`src/rtl/compositor_pkg.sv`:
```
// Shared types, constants and the per-channel blend rule for the layer compositor.
package compositor_pkg;

  // Width of one channel in the default-width pixel view.
  localparam int RGB_COLOR_W = 4;

  // Widest channel and alpha the blend helper accepts.
  localparam int BLEND_MAX_CW = 16;
  localparam int BLEND_MAX_AW = 8;

  // VGA syncs are active-low, so they idle high.
  localparam logic SYNC_IDLE_DEFAULT = 1'b1;

  typedef struct packed {
    logic [RGB_COLOR_W-1:0] r;
    logic [RGB_COLOR_W-1:0] g;
    logic [RGB_COLOR_W-1:0] b;
  } rgb_t;

  // Blends one channel of a layer over the accumulator.
  // Full alpha selects the layer and zero alpha keeps the accumulator.
  // Any other alpha mixes both with weights a and 2^alpha_w - a.
  // The weighted sum is below 2^(COLOR_W+ALPHA_W), so it cannot overflow.
  function automatic logic [BLEND_MAX_CW-1:0] blend(
    input logic [BLEND_MAX_CW-1:0] acc,
    input logic [BLEND_MAX_CW-1:0] lyr,
    input logic [BLEND_MAX_AW-1:0] alpha,
    input int unsigned             alpha_w
  );
    logic [31:0] a32;
    logic [31:0] full;
    logic [31:0] sum;
    a32  = {24'd0, alpha};
    full = 32'd1 << alpha_w;
    if (a32 == full - 32'd1) return lyr;
    if (a32 == 32'd0) return acc;
    sum = a32 * {16'd0, lyr} + (full - a32) * {16'd0, acc};
    sum = sum >> alpha_w;
    return sum[BLEND_MAX_CW-1:0];
  endfunction

endpackage

```
`src/rtl/blend_stage.sv`:
```
// One compositor pipeline stage.
// Blends layer IDX over the incoming accumulator.
// Registers the result together with the unconsumed layers, valid, syncs and the pixel's enable mask.
module blend_stage
  import compositor_pkg::*;
#(
  parameter int   NUM_LAYERS = 5,
  parameter int   COLOR_W    = 4,
  parameter int   ALPHA_W    = 1,
  parameter logic SYNC_IDLE  = SYNC_IDLE_DEFAULT,
  parameter int   IDX        = 0
) (
  input  logic                          clk,
  input  logic                          rst_n,
  input  logic                          vld_p0,
  input  logic                          hs_p0,
  input  logic                          vs_p0,
  input  logic [NUM_LAYERS-1:0]         mask_p0,
  input  logic [NUM_LAYERS*COLOR_W-1:0] lr_p0,
  input  logic [NUM_LAYERS*COLOR_W-1:0] lg_p0,
  input  logic [NUM_LAYERS*COLOR_W-1:0] lb_p0,
  input  logic [NUM_LAYERS*ALPHA_W-1:0] la_p0,
  input  logic [COLOR_W-1:0]            acc_r_p0,
  input  logic [COLOR_W-1:0]            acc_g_p0,
  input  logic [COLOR_W-1:0]            acc_b_p0,
  output logic                          vld_p1,
  output logic                          hs_p1,
  output logic                          vs_p1,
  output logic [NUM_LAYERS-1:0]         mask_p1,
  output logic [NUM_LAYERS*COLOR_W-1:0] lr_p1,
  output logic [NUM_LAYERS*COLOR_W-1:0] lg_p1,
  output logic [NUM_LAYERS*COLOR_W-1:0] lb_p1,
  output logic [NUM_LAYERS*ALPHA_W-1:0] la_p1,
  output logic [COLOR_W-1:0]            acc_r_p1,
  output logic [COLOR_W-1:0]            acc_g_p1,
  output logic [COLOR_W-1:0]            acc_b_p1
);

  logic [ALPHA_W-1:0] a_eff;
  logic [COLOR_W-1:0] mix_r;
  logic [COLOR_W-1:0] mix_g;
  logic [COLOR_W-1:0] mix_b;

  // A disabled layer or a blanking pixel contributes nothing.
  // The accumulator then rides through unchanged.
  assign a_eff = (vld_p0 && mask_p0[IDX]) ? la_p0[IDX*ALPHA_W +: ALPHA_W] : '0;

  assign mix_r = COLOR_W'(blend(BLEND_MAX_CW'(acc_r_p0), BLEND_MAX_CW'(lr_p0[IDX*COLOR_W +: COLOR_W]),
                                BLEND_MAX_AW'(a_eff), ALPHA_W));
  assign mix_g = COLOR_W'(blend(BLEND_MAX_CW'(acc_g_p0), BLEND_MAX_CW'(lg_p0[IDX*COLOR_W +: COLOR_W]),
                                BLEND_MAX_AW'(a_eff), ALPHA_W));
  assign mix_b = COLOR_W'(blend(BLEND_MAX_CW'(acc_b_p0), BLEND_MAX_CW'(lb_p0[IDX*COLOR_W +: COLOR_W]),
                                BLEND_MAX_AW'(a_eff), ALPHA_W));

  // ---- stage boundary: p0 -> p1 ----
  // Register the blended pixel and everything that travels with it.
  always_ff @(posedge clk or negedge rst_n) begin
    if (!rst_n) begin
      vld_p1   <= 1'b0;
      hs_p1    <= SYNC_IDLE;
      vs_p1    <= SYNC_IDLE;
      mask_p1  <= '0;
      lr_p1    <= '0;
      lg_p1    <= '0;
      lb_p1    <= '0;
      la_p1    <= '0;
      acc_r_p1 <= '0;
      acc_g_p1 <= '0;
      acc_b_p1 <= '0;
    end else begin
      vld_p1   <= vld_p0;
      hs_p1    <= hs_p0;
      vs_p1    <= vs_p0;
      mask_p1  <= mask_p0;
      lr_p1    <= lr_p0;
      lg_p1    <= lg_p0;
      lb_p1    <= lb_p0;
      la_p1    <= la_p0;
      acc_r_p1 <= mix_r;
      acc_g_p1 <= mix_g;
      acc_b_p1 <= mix_b;
    end
  end

endmodule

```
`src/rtl/layer_compositor_pipe.sv`:
```
// Pipelined NUM_LAYERS-layer compositor that drives the VGA outputs.
// Layers are blended bottom-to-top over a background colour, one stage per layer.
// Valid and syncs are delayed by the same NUM_LAYERS cycles.
module layer_compositor_pipe
  import compositor_pkg::*;
#(
  parameter int   NUM_LAYERS = 5,
  parameter int   COLOR_W    = 4,
  parameter int   ALPHA_W    = 1,
  parameter logic SYNC_IDLE  = SYNC_IDLE_DEFAULT
) (
  input  logic                          clk,
  input  logic                          rst_n,
  input  logic                          in_valid,
  input  logic                          in_hsync,
  input  logic                          in_vsync,
  input  logic [NUM_LAYERS*COLOR_W-1:0] layer_r,
  input  logic [NUM_LAYERS*COLOR_W-1:0] layer_g,
  input  logic [NUM_LAYERS*COLOR_W-1:0] layer_b,
  input  logic [NUM_LAYERS*ALPHA_W-1:0] layer_a,
  input  logic [NUM_LAYERS-1:0]         layer_en_cfg,
  input  logic [COLOR_W-1:0]            bg_r,
  input  logic [COLOR_W-1:0]            bg_g,
  input  logic [COLOR_W-1:0]            bg_b,
  output logic [COLOR_W-1:0]            out_r,
  output logic [COLOR_W-1:0]            out_g,
  output logic [COLOR_W-1:0]            out_b,
  output logic                          out_valid,
  output logic                          out_hsync,
  output logic                          out_vsync,
  output logic [NUM_LAYERS-1:0]         active_mask
);

  localparam int LCW = NUM_LAYERS * COLOR_W;
  localparam int LAW = NUM_LAYERS * ALPHA_W;

  logic                  vs_prev;
  logic                  vs_start;
  logic [NUM_LAYERS-1:0] mask_q;

  // Chain taps: index 0 is the raw input, index k+1 is the output of stage k.
  logic                  vld_c   [0:NUM_LAYERS];
  logic                  hs_c    [0:NUM_LAYERS];
  logic                  vs_c    [0:NUM_LAYERS];
  logic [NUM_LAYERS-1:0] mask_c  [0:NUM_LAYERS];
  logic [LCW-1:0]        lr_c    [0:NUM_LAYERS];
  logic [LCW-1:0]        lg_c    [0:NUM_LAYERS];
  logic [LCW-1:0]        lb_c    [0:NUM_LAYERS];
  logic [LAW-1:0]        la_c    [0:NUM_LAYERS];
  logic [COLOR_W-1:0]    acc_r_c [0:NUM_LAYERS];
  logic [COLOR_W-1:0]    acc_g_c [0:NUM_LAYERS];
  logic [COLOR_W-1:0]    acc_b_c [0:NUM_LAYERS];

  // The leading edge of the vsync pulse marks the start of a new frame.
  assign vs_start = (in_vsync != vs_prev) && (in_vsync == !SYNC_IDLE);

  // Track vsync and latch the requested enable mask at frame start.
  // The pixel entering on the edge cycle still sees the old mask.
  always_ff @(posedge clk or negedge rst_n) begin
    if (!rst_n) begin
      vs_prev <= SYNC_IDLE;
      mask_q  <= '1;
    end else begin
      vs_prev <= in_vsync;
      if (vs_start) begin
        mask_q <= layer_en_cfg;
      end
    end
  end

  assign active_mask = mask_q;

  // Stage 0 sees the raw inputs, with the background as the starting accumulator.
  assign vld_c[0]   = in_valid;
  assign hs_c[0]    = in_hsync;
  assign vs_c[0]    = in_vsync;
  assign mask_c[0]  = mask_q;
  assign lr_c[0]    = layer_r;
  assign lg_c[0]    = layer_g;
  assign lb_c[0]    = layer_b;
  assign la_c[0]    = layer_a;
  assign acc_r_c[0] = bg_r;
  assign acc_g_c[0] = bg_g;
  assign acc_b_c[0] = bg_b;

  for (genvar gi = 0; gi < NUM_LAYERS; gi++) begin : g_stage
    blend_stage #(
      .NUM_LAYERS (NUM_LAYERS),
      .COLOR_W    (COLOR_W),
      .ALPHA_W    (ALPHA_W),
      .SYNC_IDLE  (SYNC_IDLE),
      .IDX        (gi)
    ) u_stage (
      .clk      (clk),
      .rst_n    (rst_n),
      .vld_p0   (vld_c[gi]),
      .hs_p0    (hs_c[gi]),
      .vs_p0    (vs_c[gi]),
      .mask_p0  (mask_c[gi]),
      .lr_p0    (lr_c[gi]),
      .lg_p0    (lg_c[gi]),
      .lb_p0    (lb_c[gi]),
      .la_p0    (la_c[gi]),
      .acc_r_p0 (acc_r_c[gi]),
      .acc_g_p0 (acc_g_c[gi]),
      .acc_b_p0 (acc_b_c[gi]),
      .vld_p1   (vld_c[gi+1]),
      .hs_p1    (hs_c[gi+1]),
      .vs_p1    (vs_c[gi+1]),
      .mask_p1  (mask_c[gi+1]),
      .lr_p1    (lr_c[gi+1]),
      .lg_p1    (lg_c[gi+1]),
      .lb_p1    (lb_c[gi+1]),
      .la_p1    (la_c[gi+1]),
      .acc_r_p1 (acc_r_c[gi+1]),
      .acc_g_p1 (acc_g_c[gi+1]),
      .acc_b_p1 (acc_b_c[gi+1])
    );
  end

  // Blanking pixels are forced to black whatever the layers held.
  assign out_valid = vld_c[NUM_LAYERS];
  assign out_hsync = hs_c[NUM_LAYERS];
  assign out_vsync = vs_c[NUM_LAYERS];
  assign out_r     = vld_c[NUM_LAYERS] ? acc_r_c[NUM_LAYERS] : '0;
  assign out_g     = vld_c[NUM_LAYERS] ? acc_g_c[NUM_LAYERS] : '0;
  assign out_b     = vld_c[NUM_LAYERS] ? acc_b_c[NUM_LAYERS] : '0;

  // After the last stage every layer has been consumed, so the carried copies end here.
  logic unused_tail;
  assign unused_tail = ^{mask_c[NUM_LAYERS], lr_c[NUM_LAYERS], lg_c[NUM_LAYERS],
                         lb_c[NUM_LAYERS], la_c[NUM_LAYERS]};

endmodule

```
`config.mk`:
```
export PLATFORM = sky130hd
export DESIGN_NAME = layer_compositor_pipe
export DESIGN_NICKNAME = d
export VERILOG_FILES = /design/src/rtl/compositor_pkg.sv /design/src/rtl/blend_stage.sv /design/src/rtl/layer_compositor_pipe.sv
export SDC_FILE = /design/constraint.sdc
export NUM_CORES = 1
export LEC_CHECK = 0
export CAP_MARGIN = 20
export CORE_UTILIZATION = 35
export DETAILED_ROUTE_END_ITERATION = 10
export PLACE_DENSITY = 0.6
export SLEW_MARGIN = 10
export SYNTH_ARGS = -nofsm -noshare
export SYNTH_HDL_FRONTEND = slang
export SYNTH_SLANG_ARGS = --single-unit
```
`constraint.sdc`:
```
create_clock -name clk -period 1.3 [get_ports clk]
set_input_delay 0.13 -clock clk [delete_from_list [all_inputs] [get_ports clk]]
set_output_delay 0.13 -clock clk [all_outputs]
set_load 0.05 [all_outputs]
```
==> results.ini <==
[status]
outcome=complete, but fails checks
violations=setup timing

[timing]
period_minus_slack_ns=1.45
setup_viol=24
fin_worst_skew_ns=0.00944
slew_headroom_pct=75.7
whs_ns=0.0693
fin_ws_ns=-0.149
final-hold-violation-count=0
fmax_ghz=0.690
rsz0062_at_grt=yes
worst_pin_slew_ns=0.365
drv_slew=0
fin_crit_sh_pct=111

[cells_and_area]
fin_util_pct=50.5
nets=542
fillCellCount=1483
layout-drive-gt1-share_pct=36.9
antenna-diode-count=0
design_area_mm2=0.00922
area_growth_pct=38.9
final_cells=700

[setup_path]
cp.required_ns=1.17
reg2reg_slack_ns=-0.02
rr_startpoint=active_mask[0]$_DFFE_PN1P_
cp-start-kind=register
cp_max_fo=7
path_class=register to output port
worstPathArrival_ns=1.32
worstSetupStartpoint=g_stage[4].u_stage.vld_p1$_DFF_PN0_
cp-end-kind=output port

[routing]
via_per_inst=4.08
ant_nets=0
vias=2857
drc=0
first_pass_iters=2
wl_mm=9.95
wire_per_inst_um=14.2
first_iter_violations=75

[worst_hold_path]
min-delay-start=in_hsync
hp-class=input pin to register

[clock_network]
worstSkewPairLatency_ns=0.49
cts-htree-levels=1
clkTransAtPathRegs_ns=0.06
cts_buffers=22
clockBufferDepth=3
root_buffer=clkbuf_16
cts_tree=yes
clock_sinks=220

[die]
dieHeight_um=140
start_util_pct=36.3
die_x_um=140
num_rows=49
num_io_pins=107
coreArea_mm2=0.0183
dieArea_mm2=0.0195

[placed_design]
hpwl_mm=6.69
io_buffer_count=106
dpl.cell_count=650
gp_congestion=0.705
placed_area_mm2=0.00834

[synth]
yosysWarnings=0
synth_seq_cells=220
synthCells=309
seq_area_frac_synth_pct=83.2
syn-num-nets=396
synth.top_cell.area_share_pct=77.3
synth.area.top_cells=dfrtp_1, mux2_4, dfstp_2, mux2_2, and2_1
ys_types=9
syn_area_mm2=0.00664
syn_area_per_cell_um2=21.5
synth_area_leader_cell=dfrtp_1

[grt]
grt_use_met2_pct=19.8
busiest_layer=met2
use_met1_pct=13.4
grt_overflow_total=0
grt_max_degree=46
use_met3_pct=2.10
grtUsageTotal_pct=11.1
antenna_found_initial=0
grt_pass1_vias=3356
grt_pass1_wl_mm=17.1

[pwr]
p_per_area_mw_per_mm2=1690
peakVddDrop_uv=773
p_leak_nw=4.18

[flow_run]
max_cap_violations=0

## sequential cells by signal, summed over array words and instances, names as in the netlist
signal and cells:
active_mask 5, g_stage.u_stage.acc_b_p1 20, g_stage.u_stage.acc_g_p1 20, g_stage.u_stage.acc_r_p1 20, g_stage.u_stage.hs_p1 5, g_stage.u_stage.la_p1 10
g_stage.u_stage.lb_p1 40, g_stage.u_stage.lg_p1 40, g_stage.u_stage.lr_p1 40, g_stage.u_stage.mask_p1 10, g_stage.u_stage.vld_p1 5, g_stage.u_stage.vs_p1 5
## Yosys cell counts
master,instances
dfrtp_1,205
mux2_4,50
dfstp_2,15
mux2_2,15
and2_1,12
buf_6,5
nand3_2,5
clkbuf_1,1
nor2b_2,1
## cell type report
cell class | count | area, um^2 | area share [%]
flip-flops and latches | 220 | 5530 | 59.9
repair buffers | 127 | 1540 | 16.7
multi-input cells | 84 | 1110 | 12.1
clock buffers | 36 | 684 | 7.42
well taps | 229 | 287 | 3.11
clock inverters | 4 | 70.1 | 0.760
## per-stage QoR
stage                     setup TNS, ns  total power, mW  setup WS (ns)
after floorplan                  -0.974             8.40        -0.0974
after global placement           -0.926             9.27        -0.0827
after detailed placement          -1.41             9.31         -0.127
after CTS                         -2.60             15.8         -0.178
after global routing              -3.26             16.2         -0.200
final                             -2.03             15.6         -0.149
## layout by cell type, fill, tap and decap left out, drive strengths merged, types with 2 or more instances in the layout
master	netlist	routed
dfstp	15	15
buf	5	41
clkinv	0	2
clkdlybuf4s50	0	85
bufinv	0	2
clkbuf	1	36
dfrtp	205	205
nand3	5	6
mux2	65	65
and2	12	12
## routing by layer
layer  wire length [um]  part of all wire [%]  up-vias
met5                  0                     0        -
met4                236                   2.4        0
met3                481                   4.8       24
met2               5380                    54       74
met1               3860                    39     1447
li1                   -                     -     1312
## kinds of logic (layout without fill, tap and decap cells)
logic type             after synthesis  count (layout)  share of synthesized area, %
and+or+nand+nor                     18              19                          2.02
buffers and inverters                6             167                         0.905
muxes                               65              65                          13.9
DFF                                220             220                          83.2
## where the power goes
part           internal [mW]  switching (mW)
Sequential              7.41           0.189
Combinational          0.995           0.649
Clock                   3.98            2.37
## worst max-delay path: stages, from the launching register on
cell and delay (ns):
dfrtp_2 0.41, buf_6 0.14, and2_4 0.14, buf_12 0.14
## timing repair
item / CTS / global route
cloned: 1 / 0
pin swaps: 1 / 0
setup buffers: 5 / 3
hold buffers: 1 / 0
endpoints found under the setup margin: 30 / 31
gates resized for setup: 17 / 2
endpoints found under the hold margin: 206 / 0
## worst paths after layout
path                                                       endpoint  depth (start not counted)
max                                                        out_b[0]                          3
min                              g_stage[0].u_stage.hs_p1$_DFF_PN1_                          1
max reg2reg                g_stage[0].u_stage.acc_b_p1[1]$_DFF_PN0_                          3
min reg2reg                 g_stage[3].u_stage.mask_p1[4]$_DFF_PN0_                          0
max in group asynchronous        g_stage[3].u_stage.hs_p1$_DFF_PN1_                          3
min in group asynchronous   g_stage[1].u_stage.mask_p1[2]$_DFF_PN0_                          2
Note: power is estimated with default switching activity, not from simulation.
